[config.mk]
export PLATFORM = sky130hd
export DESIGN_NAME = wavelet_readout
export DESIGN_NICKNAME = d
export VERILOG_FILES = /design/src/rtl/wavelet_pkg.sv /design/src/rtl/wavelet_readout.sv
export SDC_FILE = /design/constraint.sdc
export NUM_CORES = 1
export LEC_CHECK = 0
export CORE_UTILIZATION = 45
export DETAILED_ROUTE_END_ITERATION = 16
export DONT_BUFFER_PORTS = 1
export PLACE_DENSITY_LB_ADDON = 0.2
export SYNTH_ARGS = -nofsm -noshare
export SYNTH_HDL_FRONTEND = slang
export SYNTH_SLANG_ARGS = --single-unit
[constraint.sdc]
create_clock -name clk -period 6.4 [get_ports clk]
set_input_delay 1.92 -clock clk [delete_from_list [all_inputs] [get_ports clk]]
set_output_delay 1.92 -clock clk [all_outputs]
set_load 0.01 [all_outputs]
[src/rtl/wavelet_pkg.sv]
// Shared constants and state encoding for the wavelet filter-sum byte readout.
package wavelet_pkg;

  localparam int SUM_BITS = 32;
  localparam logic [7:0] SYNC_BYTE = 8'hA5;

  typedef enum logic [1:0] {
    ST_IDLE,
    ST_SYNC,
    ST_DATA,
    ST_CSUM
  } rd_state_t;

endpackage

[src/rtl/wavelet_readout.sv]
// Serialises a snapshot of packed filter sums into a framed byte stream:
// sync byte, data bytes (filter 0 first, MSB byte first), XOR checksum.
module wavelet_readout #(
  parameter int TOTAL_FILTERS = 3,
  parameter int SUM_BITS      = wavelet_pkg::SUM_BITS
) (
  input  logic                              clk,
  input  logic                              rst,
  input  logic [TOTAL_FILTERS*SUM_BITS-1:0] i_sum,
  input  logic                              i_sum_valid,
  output logic [7:0]                        o_byte,
  output logic                              o_byte_valid,
  input  logic                              i_byte_ready,
  output logic                              o_frame_start,
  output logic                              o_busy,
  output logic                              o_overrun
);
  import wavelet_pkg::*;

  localparam int BPF    = SUM_BITS / 8;
  localparam int NBYTES = TOTAL_FILTERS * BPF;
  localparam int SNAP_W = TOTAL_FILTERS * SUM_BITS;
  localparam int IDX_W  = (NBYTES > 1) ? $clog2(NBYTES) : 1;
  localparam logic [IDX_W-1:0] LAST_IDX = IDX_W'(NBYTES - 1);

  // Reorders the packed sums so stream byte i sits at bits [8*i +: 8]:
  // byte 0 is the MSB byte of filter 0, byte NBYTES-1 the LSB byte of the last filter.
  function automatic logic [SNAP_W-1:0] to_stream(input logic [SNAP_W-1:0] sums);
    logic [SNAP_W-1:0] s;
    s = '0;
    for (int k = 0; k < TOTAL_FILTERS; k++) begin
      for (int b = 0; b < BPF; b++) begin
        s[8*(k*BPF + b) +: 8] = sums[SUM_BITS*k + 8*(BPF-1-b) +: 8];
      end
    end
    return s;
  endfunction

  rd_state_t         state, state_nxt;
  logic [SNAP_W-1:0] snap;
  logic [IDX_W-1:0]  idx;
  logic [7:0]        csum;
  logic              overrun;
  logic              hs;
  logic              capture;
  logic              drop;
  logic [7:0]        data_byte;

  assign data_byte = snap[{idx, 3'b000} +: 8];

  always_comb begin
    state_nxt = state;
    hs        = 1'b0;
    capture   = 1'b0;
    drop      = 1'b0;
    o_byte    = 8'h00;
    case (state)
      ST_IDLE: begin
        if (i_sum_valid) begin
          capture   = 1'b1;
          state_nxt = ST_SYNC;
        end
      end
      ST_SYNC: begin
        o_byte = SYNC_BYTE;
        hs     = i_byte_ready;
        drop   = i_sum_valid;
        if (hs) state_nxt = ST_DATA;
      end
      ST_DATA: begin
        o_byte = data_byte;
        hs     = i_byte_ready;
        drop   = i_sum_valid;
        if (hs && idx == LAST_IDX) state_nxt = ST_CSUM;
      end
      ST_CSUM: begin
        o_byte = csum;
        hs     = i_byte_ready;
        // A new set arriving exactly as the checksum leaves starts the next frame back to back.
        if (hs) begin
          if (i_sum_valid) begin
            capture   = 1'b1;
            state_nxt = ST_SYNC;
          end else begin
            state_nxt = ST_IDLE;
          end
        end else begin
          drop = i_sum_valid;
        end
      end
      default: state_nxt = ST_IDLE;
    endcase
  end

  always_ff @(posedge clk) begin
    if (rst) state <= ST_IDLE;
    else     state <= state_nxt;
  end

  always_ff @(posedge clk) begin
    if (rst) begin
      idx     <= '0;
      csum    <= 8'h00;
      overrun <= 1'b0;
    end else begin
      if (drop) overrun <= 1'b1;
      if (capture) begin
        idx  <= '0;
        csum <= 8'h00;
      end else if (hs && state == ST_SYNC) begin
        idx <= '0;
      end else if (hs && state == ST_DATA) begin
        csum <= csum ^ data_byte;
        if (idx != LAST_IDX) idx <= idx + 1'b1;
      end
    end
  end

  // Snapshot is pure data; only the control above needs reset.
  always_ff @(posedge clk) begin
    if (capture) snap <= to_stream(i_sum);
  end

  assign o_byte_valid  = (state != ST_IDLE);
  assign o_busy        = (state != ST_IDLE);
  assign o_frame_start = (state == ST_SYNC);
  assign o_overrun     = overrun;

endmodule
Word-level counts from Yosys, hierarchy flattened:

Cells that the tools add are included.

* bits in read-only memories: 0
* output and inout bits: 12
* register bits after elaboration: 111
* memories kept: 0
* RAM bits: 0
* bits of input ports: 100
* bits in latches: 0

* divide/modulo/power cells: 0
* bitwise logic cells: 2
* $add $sub $neg: 1
* shift-type cells: 1
* multiply operators: 0
* eq/ne operators: 9
* multiplexer cells: 13
* reductions and logical operators: 12
* magnitude comparators: 0

Operators by type and width (number)
* indexed part select 96 x 8 -> 8 bit: 1
* one-hot mux 8 bit (3 select lines): 1
* 2-to-1 mux 2 bit: 4
* inequality test 2 bit (second input constant): 4
* one-hot mux 2 bit (4 select lines): 1
* bitwise XOR 8 bit: 1
* OR reduction 3 bit: 2
* 2-to-1 mux 1 bit: 5
* adder 4 x 1 -> 4 bit (second input constant): 1
* == test 2 bit (second input constant): 2
* == test 4 bit (second input constant): 1
* inequality test 4 bit (second input constant): 1
* one-hot mux 1 bit (2 select lines): 2
* AND reduction 2 bit: 2
* AND reduction 4 bit: 1
* OR reduction 2 bit: 2
* logical AND 1 bit: 3
* == test 2 x 1 -> 1 bit (second input constant): 1
* logical NOT 2 bit: 1
* nonzero test 2 bit: 1
* NOT 1 bit: 1

Longest topological paths before layout:

Gate-level depths: netlist (run 1).

* depth in word-level cells: 6
* depth in mapped cells: 8
* gate-level depth less buffers: 6

Worst setup path after synthesis (run 1):

No wires, ideal clock.

* kind: input-to-reg
* from: in i_sum_valid
* to: reg snap[0], enable pin
* arrival: 4.611 ns
* required time: 5.935 ns
* stages: 4
* buffers on the path: 2
* slack: 1.324 ns
* cells stage by stage: nor2b_1 > buf_2 > buf_2 > and2_1

* word-level cells in the longest chain between the ends: 3

Ends and longest elaborated chain
* start, declared: line wavelet_readout.sv:10 `input logic i_sum_valid,`
* 2-to-1 mux 1 bit (*): line wavelet_readout.sv:59, wavelet_readout.sv:81
* 2-to-1 mux 1 bit: line wavelet_readout.sv:80 `if (hs) begin`
* one-hot mux 1 bit (2 select lines) (*): line wavelet_readout.sv:57 `case (state)`
* named net capture: line wavelet_readout.sv:45 `logic capture;`
* end signal, assigned: line wavelet_readout.sv:121 `if (capture) snap <= to_stream(i_sum);`
* end, declared: line wavelet_readout.sv:40 `logic [SNAP_W-1:0] snap;`

Mark *: on every way through the listed nets, which the timed path passes. The rest lies on a longest branch.
A chain may end at the register's enable or synchronous reset.

Final worst setup path (run 1):

* from: reg idx[0]
* to: out o_byte[6]

* word-level cells in the longest chain between the ends: 2

Ends and longest elaborated chain
* start, declared: line wavelet_readout.sv:41 `logic [IDX_W-1:0] idx;`
* start signal, assigned: line wavelet_readout.sv:114 `if (idx != LAST_IDX) idx <= idx + 1'b1;`
* indexed part select 96 x 8 -> 8 bit: line wavelet_readout.sv:49 `assign data_byte = snap[{idx, 3'b000} +: 8];`
* one-hot mux 8 bit (3 select lines): line wavelet_readout.sv:57
* end, declared: line wavelet_readout.sv:11 `output logic [7:0] o_byte,`

Every way passes these cells.

==> flow_metrics.env, run 1 <==
export IMPL_internal_power_w=0.00149
export IMPL_max_freq_mhz=216
export IMPL_timing_rr_end="snap[34]$_DFFE_PP_"
export IMPL_core_um2=11000
export IMPL_final_setup_skew_ps=5.07
export IMPL_first_global_vias=2973
export IMPL_drc=0
export IMPL_ys_seq_area_share_pct=61.7
export IMPL_worstReg2RegStart="state[1]$_SDFFE_PP0P_"
export IMPL_cts_sinks=111
export IMPL_h_tree_depth=3
export IMPL_path_clk_slew_ps=70
export IMPL_async_flop_share_pct=0
export IMPL_rows=38
export IMPL_wl_met2_mm=5.23
export IMPL_synth_area_um2=5160
export IMPL_status="completed"
export IMPL_cts_repair_resize_count=0
export IMPL_path_max_fanout=29
export IMPL_p_clk_share_pct=23.4
export IMPL_whs_endpoint="state[0]$_SDFFE_PP0P_"
export IMPL_synth_common_cells="96 x edfxtp_1, 34 x mux2i_1, 15 x dfxtp_1"
export IMPL_synth_edf_count=96
export IMPL_netSwitchingFraction_pct=32.4
export IMPL_numPortBuffers=0
export IMPL_final_nets=453
export IMPL_maxUsedRoutingLayer="met4"
export IMPL_wl_met3_um=824
export IMPL_hold_start="state[0]$_SDFFE_PP0P_"
export IMPL_fin_crit_sh_pct=72.3
export IMPL_dieHeight_um=109
export IMPL_setup_viol=0
export IMPL_start_util_pct=47.0
export IMPL_rsz0062_at_grt="no"
export IMPL_hold_class="reg -> reg"
export IMPL_endpoint_kind="output port"
export IMPL_worst_pin_slew_ps=890
export IMPL_grt_max_degree=47
export IMPL_drt_total_wl_mm=10.8
export IMPL_power_frac_seq_pct=51.0
export IMPL_utilization_pct=49.9
export IMPL_yosysTopAreaCell="edfxtp_1"
export IMPL_syn_avg_cell_area_um2=14.6
export IMPL_combPwrFrac_pct=25.6
export IMPL_final_max_slew_viol_count=0
export IMPL_ys_top_cells_by_area="edfxtp_1 56%, mux2i_1 6.6%, dfxtp_1 5.8%"
export IMPL_ff2ff_setup_slack_ps=3670
export IMPL_synthMostInstantiatedCell="edfxtp_1"
export IMPL_syn_nets=460
export IMPL_relSlewSlack_pct=40.6
export IMPL_clk_latency_ps=350
export IMPL_ff2ff_path_depth=4
export IMPL_ctsRootBufferMaster="clkbuf_16"
export IMPL_cts_tree="built"
export IMPL_io_pins=112
export IMPL_cellPowerDensity_nw_per_um2=402
export IMPL_ir_drop_mv=0.204
export IMPL_post_cts_buffers=0
export IMPL_clock_path_buffers=2
export IMPL_hold_depth=2
export IMPL_ys_warn_count=0
export IMPL_power_total_w=0.00221
export IMPL_vias_per_cell=6.18
export IMPL_grt_total_usage_pct=18.8
export IMPL_grt_antenna_before_repair=0
export IMPL_final_min_clock_period_ps=4630
export IMPL_tns_ps=0
export IMPL_leakagePower_nw=1.64
export IMPL_firstDrtPassIters=6
export IMPL_placedCellCount=476
export IMPL_vias=3040
export IMPL_grt_pass1_wl_mm=16.0
export IMPL_final_hold_viol_count=0
export IMPL_synth_ff_type="edfxtp_1"
export IMPL_gp_congestion=0.832
export IMPL_postRouteAntennaNets=0
export IMPL_hpwl_mm=7.39
export IMPL_power_switching_w=0.000714
export IMPL_drtIter0Drc=265
export IMPL_drive_gt1_share_pct=11.1
export IMPL_critPathKind="reg -> out"
export IMPL_cts_made_buffers=9
export IMPL_grt_remaining_overflow=0
export IMPL_area_growth_synth_to_final_pct=6.33
export IMPL_ys_types=45
export IMPL_synth_seq_cells=111
export IMPL_required_ps=4480
export IMPL_fp_dieW_um=109
export IMPL_synth_top_cell_area_share_pct=55.9
export IMPL_hold_buffers=0
export IMPL_cp_arrival_ps=2710
export IMPL_antennaDiodeCount=0
export IMPL_synthesis_instances=354
export IMPL_layout_cells_non_filler=492
export IMPL_maxCapViolations=0
export IMPL_startpoint_type="register"
export IMPL_dieArea_um2=11900
export IMPL_met1_length_mm=4.52
export IMPL_avgRoutedWirePerCell_um=21.9
power by group through the flow:
stage          combinational [W]  clock, W  sequential [W]
6_report                0.000564  0.000517         0.00113
3_3_place_gp            0.000557         0         0.00114
2_1_floorplan           0.000438         0         0.00114
5_1_grt                 0.000612  0.000549         0.00115
3_5_place_dp            0.000566         0         0.00114
4_1_cts                 0.000568  0.000531         0.00113
flip-flops by register name, summed over array words and instances, names as in the netlist:
name,cells
csum,8
idx,4
o_overrun,1
snap,96
state,2
critical path: stages, from the launching register on:
cell      delay, ps
dfxtp_2         920
nand3b_1        610
o22ai_1         420
a221oi_2         70
nor3_2          340
placed cells by master (no fill, tap or decap), types with 2 or more instances in the layout:
master      instances
clkinvlp_4          2
o22a_1              4
o22ai_1             8
nor2b_1            10
o211ai_1            4
mux2i_1            34
ha_1                6
nand3b_1            2
nor3_2              4
nand2_1            13
a222oi_1            9
a221oi_1            4
a21oi_1            13
a221oi_2            8
buf_4               4
o21ai_0             4
a211oi_1           14
clkbuf_16           9
or3b_1              5
clkinv_2            3
dfxtp_1            14
nand2b_1            8
mux4_1              8
inv_1              14
nand3_1            13
xor2_1              2
a2111oi_0           8
nor2_1             11
edfxtp_1           96
per-stage QoR:
| stage | hold slack (ps) | setup WS [ps] | instance area, um2 |
|---|---|---|---|
| finish | 574 | 1770 | 5480 |
| detailed placement | 573 | 2140 | 5210 |
| floorplan | 504 | 1320 | 5160 |
| global route | 619 | 1540 | 5480 |
| CTS | 583 | 1740 | 5480 |
| global placement | 521 | 2200 | 5210 |
per-layer routing:
metal,up-vias,global-route usage [%]
li1,1407,-
met1,1459,23.1
met2,156,30.8
met3,18,4.96
met4,0,9.07
met5,-,0
worst max-delay path by stage:
stage                             start                end  slack [ps]  cells past startpoint
finish              idx[0]$_SDFFE_PP0P_          o_byte[6]        1770                      4
CTS                 idx[0]$_SDFFE_PP0P_          o_byte[0]        1740                      4
global route        idx[0]$_SDFFE_PP0P_          o_byte[2]        1540                      4
floorplan                   i_sum_valid  snap[0]$_DFFE_PP_        1320                      4
detailed placement  idx[0]$_SDFFE_PP0P_          o_byte[0]        2140                      4
global placement    idx[0]$_SDFFE_PP0P_          o_byte[0]        2200                      4
final cells by class:
type / instances / area (um2)
Clock inverter: 7 / 47.5
Sequential cell: 111 / 3180
Clock buffer: 9 / 225
Fill cell: 938 / 5500
Tap cell: 140 / 175
Timing Repair Buffer: 4 / 30.0
Multi-Input combinational cell: 206 / 1770
Inverter: 15 / 56.3
kinds of logic after synthesis:
family,after synthesis,synth area share [%]
buffers and inverters,37,4.10
AOI/OAI and AO/OA,81,13.0
xor gates and xnor gates,3,0.510
adders and majority gates,6,1.46
muxes,42,10.7
DFF,111,61.7
and+or+nand+nor,74,8.59
Power figures use the tool's default switching activity.
==> inputs of run 2 (changes only) <==
==> constraint.sdc (replaced) <==
create_clock -name clk -period 3.9 [get_ports clk]
set_input_delay 1.17 -clock clk [delete_from_list [all_inputs] [get_ports clk]]
set_output_delay 1.17 -clock clk [all_outputs]
set_load 0.01 [all_outputs]
==> flow_metrics.env, run 2 (synthesized netlist as in run 1, its figures left out) <==
export IMPL_numPortBuffers=0
export IMPL_largest_reg_flops=96
export IMPL_grt_antenna_before_repair=0
export IMPL_top_regs="snap: 96 flops, csum: 8 flops, idx: 4 flops"
export IMPL_vias=3098
export IMPL_antennaDiodeCount=0
export IMPL_path_max_fanout=24
export IMPL_area_growth_synth_to_final_pct=7.21
export IMPL_layout_commonest_cell="edfxtp_1"
export IMPL_cts_tree="built"
export IMPL_rows=38
export IMPL_h_tree_depth=3
export IMPL_postRouteAntennaNets=0
export IMPL_cts_made_buffers=9
export IMPL_p_clk_share_pct=24.3
export IMPL_drive_gt1_share_pct=11.3
export IMPL_multiInputGateArea_um2=1770
export IMPL_cts_sinks=111
export IMPL_relSlewSlack_pct=49.1
export IMPL_status="completed"
export IMPL_wl_met3_um=970
export IMPL_rsz0062_at_grt="no"
export IMPL_critPathKind="reg -> out"
export IMPL_combPwrFrac_pct=25.2
export IMPL_cp_arrival_ps=2550
export IMPL_gp_congestion=0.815
export IMPL_hold_class="reg -> reg"
export IMPL_required_ps=2730
export IMPL_final_nets=456
export IMPL_power_frac_seq_pct=50.5
export IMPL_final_max_slew_viol_count=0
export IMPL_cp_cell_sequence="nor2b_1 -> a221oi_1 -> a211oi_1 -> nor2_1"
export IMPL_internal_power_w=0.00252
export IMPL_fp_dieW_um=109
export IMPL_grt_total_usage_pct=18.6
export IMPL_ctsRootBufferMaster="clkbuf_16"
export IMPL_vias_per_cell=6.26
export IMPL_first_global_vias=3077
export IMPL_final_min_clock_period_ps=3720
export IMPL_worst_path_buf_inv=0
export IMPL_drt_total_wl_mm=10.6
export IMPL_grt_max_degree=69
export IMPL_drc=0
export IMPL_drtIter0Drc=361
export IMPL_endpoint_kind="output port"
export IMPL_leakagePower_nw=1.67
export IMPL_cellPowerDensity_nw_per_um2=661
export IMPL_clock_path_buffers=2
export IMPL_worst_pin_slew_ps=763
export IMPL_start_util_pct=47.0
export IMPL_cp_slowest_cell="dfxtp_1"
export IMPL_maxUsedRoutingLayer="met4"
export IMPL_path_clk_slew_ps=70
export IMPL_n_fill_cell=904
export IMPL_power_switching_w=0.00114
export IMPL_regMostFlops="snap"
export IMPL_dieArea_um2=11900
export IMPL_clk_latency_ps=350
export IMPL_core_um2=11000
export IMPL_grt_pass1_wl_mm=16.0
export IMPL_power_total_w=0.00365
export IMPL_final_cell_area_um2=5530
export IMPL_post_cts_buffers=0
export IMPL_mostFrequentLayoutCells="96 x edfxtp_1, 34 x mux2i_1, 14 x inv_1, 14 x a211oi_1, 14 x dfxtp_1"
export IMPL_layout_cells_non_filler=495
export IMPL_ff_latch_area_um2=3180
export IMPL_hpwl_mm=7.35
export IMPL_placed_cell_area_um2=5250
export IMPL_grt_remaining_overflow=0
export IMPL_cts_repair_resize_count=0
export IMPL_io_pins=112
export IMPL_fin_crit_sh_pct=95.5
export IMPL_dieHeight_um=109
export IMPL_startpoint_type="register"
export IMPL_setup_viol=0
export IMPL_firstDrtPassIters=6
export IMPL_final_hold_viol_count=0
export IMPL_final_setup_skew_ps=9.52
export IMPL_wl_met2_mm=5.00
export IMPL_max_freq_mhz=269
export IMPL_avgRoutedWirePerCell_um=21.3
export IMPL_tns_ps=0
export IMPL_placedCellCount=479
export IMPL_hold_buffers=0
export IMPL_maxCapViolations=0
export IMPL_critPathTopFamily="flip-flops"
export IMPL_netSwitchingFraction_pct=31.1
export IMPL_ir_drop_mv=0.445
export IMPL_cpPeakStageDelay_ps=820
export IMPL_met1_length_mm=4.30
-- run 2: cell types whose count changed in the layout (fill, tap and decap cells not counted), sizes merged --
cell      delta
buf          +3
clkbuf       +2
clkinvlp     -2
inv          -1
bufinv       +1
-- run 2: through the flow --
stage / worst slack, ps / hold slack, ps / util [%]
after floorplan: 619 / 504 / -
after global routing: 11.3 / 580 / 50.3
after CTS: 203 / 556 / 50.3
after global placement: 632 / 523 / 47.8
after detailed placement: 594 / 544 / 47.8
final: 176 / 555 / 50.3
-- run 2: cell type report --
cell class | instances | area share [%]
multi-input cells | 206 | 31.9
clock buffers | 11 | 4.21
flip-flops and latches | 111 | 57.6
inverters | 15 | 1.02
repair buffers | 7 | 1.18
clock inverters | 5 | 0.905
well taps | 140 | 3.17
-- run 2: worst register-to-register path: stages, from the launching register on --
cell and delay, ps:
dfxtp_1 540, ha_1 730, a21o_4 360, and2_4 450
buf_12 350
-- run 2: path summary, 6_finish.rpt --
check | start | endpoint | slack, ps | cells after the start
max | idx[2]$_SDFFE_PP0P_ | o_byte[5] | 180 | 4
min | state[0]$_SDFFE_PP0P_ | state[0]$_SDFFE_PP0P_ | 550 | 2
max reg2reg | state[1]$_SDFFE_PP0P_ | snap[42]$_DFFE_PP_ | 1060 | 4
min reg2reg | state[0]$_SDFFE_PP0P_ | state[0]$_SDFFE_PP0P_ | 550 | 2
-- run 2: per-layer routing --
metal  global-route usage (%)  vias to the layer above
li1                         -                     1412
met1                     23.1                     1500
met2                     28.7                      162
met3                     6.40                       24
met4                     9.46                        0
met5                        0                        -
-- run 2: power by group through the flow --
stage          combinational (W)  sequential [W]  clock, W
5_1_grt                  0.00100         0.00188  0.000953
3_5_place_dp            0.000917         0.00188         0
4_1_cts                 0.000920         0.00185  0.000908
6_report                0.000920         0.00185  0.000886
3_3_place_gp            0.000903         0.00186         0
2_1_floorplan           0.000721         0.00185         0
==> inputs of run 3 (changes only) <==
--- a/config.mk
+++ b/config.mk
@@ -8,6 +8,7 @@
 export CORE_UTILIZATION = 45
 export DETAILED_ROUTE_END_ITERATION = 16
 export DONT_BUFFER_PORTS = 1
+export MAX_ROUTING_LAYER = met4
 export PLACE_DENSITY_LB_ADDON = 0.2
 export SYNTH_ARGS = -nofsm -noshare
 export SYNTH_HDL_FRONTEND = slang
==> flow_metrics.env, run 3 (synthesized netlist as in run 1, its figures left out) <==
export IMPL_status="completed"
export IMPL_final_nets=456
export IMPL_avgRoutedWirePerCell_um=21.2
export IMPL_final_setup_skew_ps=8.97
export IMPL_path_clk_slew_ps=70
export IMPL_layout_cells_non_filler=495
export IMPL_antennaDiodeCount=0
export IMPL_grt_antenna_before_repair=0
export IMPL_dieHeight_um=109
export IMPL_grt_total_usage_pct=19.1
export IMPL_relSlewSlack_pct=50.0
export IMPL_drtIter0Drc=306
export IMPL_ctsRootBufferMaster="clkbuf_16"
export IMPL_io_pins=112
export IMPL_top_regs="snap: 96 flops, csum: 8 flops, idx: 4 flops"
export IMPL_final_min_clock_period_ps=3690
export IMPL_cpPeakStageDelay_ps=810
export IMPL_path_max_fanout=24
export IMPL_fp_dieW_um=109
export IMPL_clk_latency_ps=350
export IMPL_hold_depth=2
export IMPL_worst_pin_slew_ps=749
export IMPL_rows=38
export IMPL_start_util_pct=47.0
export IMPL_maxCapViolations=0
export IMPL_area_growth_synth_to_final_pct=7.21
export IMPL_cp_arrival_ps=2520
export IMPL_hold_start="state[0]$_SDFFE_PP0P_"
export IMPL_grt_max_degree=69
export IMPL_power_frac_seq_pct=50.6
export IMPL_drive_gt1_share_pct=11.3
export IMPL_rsz0062_at_grt="no"
export IMPL_tns_ps=0
export IMPL_drt_total_wl_mm=10.5
export IMPL_fin_crit_sh_pct=94.6
export IMPL_regMostFlops="snap"
export IMPL_setup_viol=0
export IMPL_h_tree_depth=3
export IMPL_grt_pass1_wl_mm=15.9
export IMPL_cts_tree="built"
export IMPL_cp_slowest_cell="dfxtp_1"
export IMPL_placedCellCount=479
export IMPL_cp_cell_sequence="nor2b_1 -> a221oi_1 -> a211oi_1 -> nor2_1"
export IMPL_core_um2=11000
export IMPL_power_switching_w=0.00113
export IMPL_p_clk_share_pct=24.3
export IMPL_cts_repair_resize_count=0
export IMPL_hpwl_mm=7.35
export IMPL_internal_power_w=0.00252
export IMPL_ff2ff_setup_slack_ps=1080
export IMPL_netSwitchingFraction_pct=31.0
export IMPL_max_freq_mhz=271
export IMPL_cellPowerDensity_nw_per_um2=660
export IMPL_largest_reg_flops=96
export IMPL_dieArea_um2=11900
export IMPL_vias=3077
export IMPL_worstReg2RegStart="state[1]$_SDFFE_PP0P_"
export IMPL_endpoint_kind="output port"
export IMPL_required_ps=2730
export IMPL_startpoint_type="register"
export IMPL_timing_rr_end="snap[79]$_DFFE_PP_"
export IMPL_cts_made_buffers=9
export IMPL_vias_per_cell=6.22
export IMPL_cts_sinks=111
export IMPL_drc=0
export IMPL_final_hold_viol_count=0
export IMPL_final_max_slew_viol_count=0
export IMPL_hold_buffers=0
export IMPL_ff2ff_path_depth=4
export IMPL_ir_drop_mv=0.435
export IMPL_leakagePower_nw=1.67
export IMPL_timing_hold_ws_ps=556
export IMPL_layout_commonest_cell="edfxtp_1"
export IMPL_hold_class="reg -> reg"
export IMPL_critPathKind="reg -> out"
export IMPL_whs_endpoint="state[0]$_SDFFE_PP0P_"
export IMPL_postRouteAntennaNets=0
export IMPL_grt_remaining_overflow=0
export IMPL_first_global_vias=3082
export IMPL_clock_path_buffers=2
export IMPL_mostFrequentLayoutCells="96 x edfxtp_1, 34 x mux2i_1, 14 x inv_1, 14 x a211oi_1, 14 x dfxtp_1"
export IMPL_combPwrFrac_pct=25.1
export IMPL_firstDrtPassIters=5
export IMPL_post_cts_buffers=0
export IMPL_numPortBuffers=0
export IMPL_gp_congestion=0.827
-- run 3: cell counts in the layout (fill, tap and decap cells not counted) --
No cell type changed its count.
-- run 3: metrics by stage --
step / cell area, um2 / setup WS, ps / power (W) / util [%]
3_3_place_gp: 5250 / 632 / 0.00277 / 47.8
5_1_grt: 5530 / 11.3 / 0.00383 / 50.3
4_1_cts: 5530 / 203 / 0.00368 / 50.3
2_1_floorplan: 5160 / 619 / 0.00257 / -
6_report: 5530 / 212 / 0.00365 / 50.3
3_5_place_dp: 5250 / 594 / 0.00279 / 47.8
-- run 3: layout make-up --
class	count	area, um2
Fill cell	904	5450
Sequential cell	111	3180
Multi-Input combinational cell	206	1770
Clock buffer	11	233
Tap cell	140	175
Timing Repair Buffer	7	65.1
Inverter	15	56.3
Clock inverter	5	50.0
-- run 3: worst max path at each step --
stage                              startpoint                end  slack, ps  depth (start not counted)
final                     idx[2]$_SDFFE_PP0P_          o_byte[5]        210                          4
after global routing      idx[2]$_SDFFE_PP0P_          o_byte[2]         10                          4
after CTS                 idx[2]$_SDFFE_PP0P_          o_byte[5]        200                          4
after detailed placement  idx[2]$_SDFFE_PP0P_          o_byte[5]        590                          4
after global placement    idx[2]$_SDFFE_PP0P_          o_byte[5]        630                          4
after floorplan                   i_sum_valid  snap[0]$_DFFE_PP_        620                          4
-- run 3: power groups by stage --
| stage | Combinational (W) | Clock [W] | Sequential, W |
|---|---|---|---|
| 3_5_place_dp | 0.000917 | 0 | 0.00188 |
| 4_1_cts | 0.000920 | 0.000908 | 0.00185 |
| 3_3_place_gp | 0.000903 | 0 | 0.00186 |
| 2_1_floorplan | 0.000721 | 0 | 0.00185 |
| 5_1_grt | 0.00100 | 0.000953 | 0.00188 |
| 6_report | 0.000916 | 0.000887 | 0.00185 |
-- run 3: layer usage --
metal | track usage (%) | share of wire [%] | up-vias
li1 | - | - | 1409
met1 | 23.7 | 42 | 1484
met2 | 28.8 | 47 | 160
met3 | 5.38 | 7.8 | 24
met4 | 9.46 | 2.6 | 0
met5 | - | 0 | -
-- run 3: worst max-delay path, delay by kind of cell, from the launching register on --
kind,cells,cell delay (ps)
AND/OR/NAND/NOR,2,620
AO/OA/AOI/OAI,2,730
flip-flops,1,810
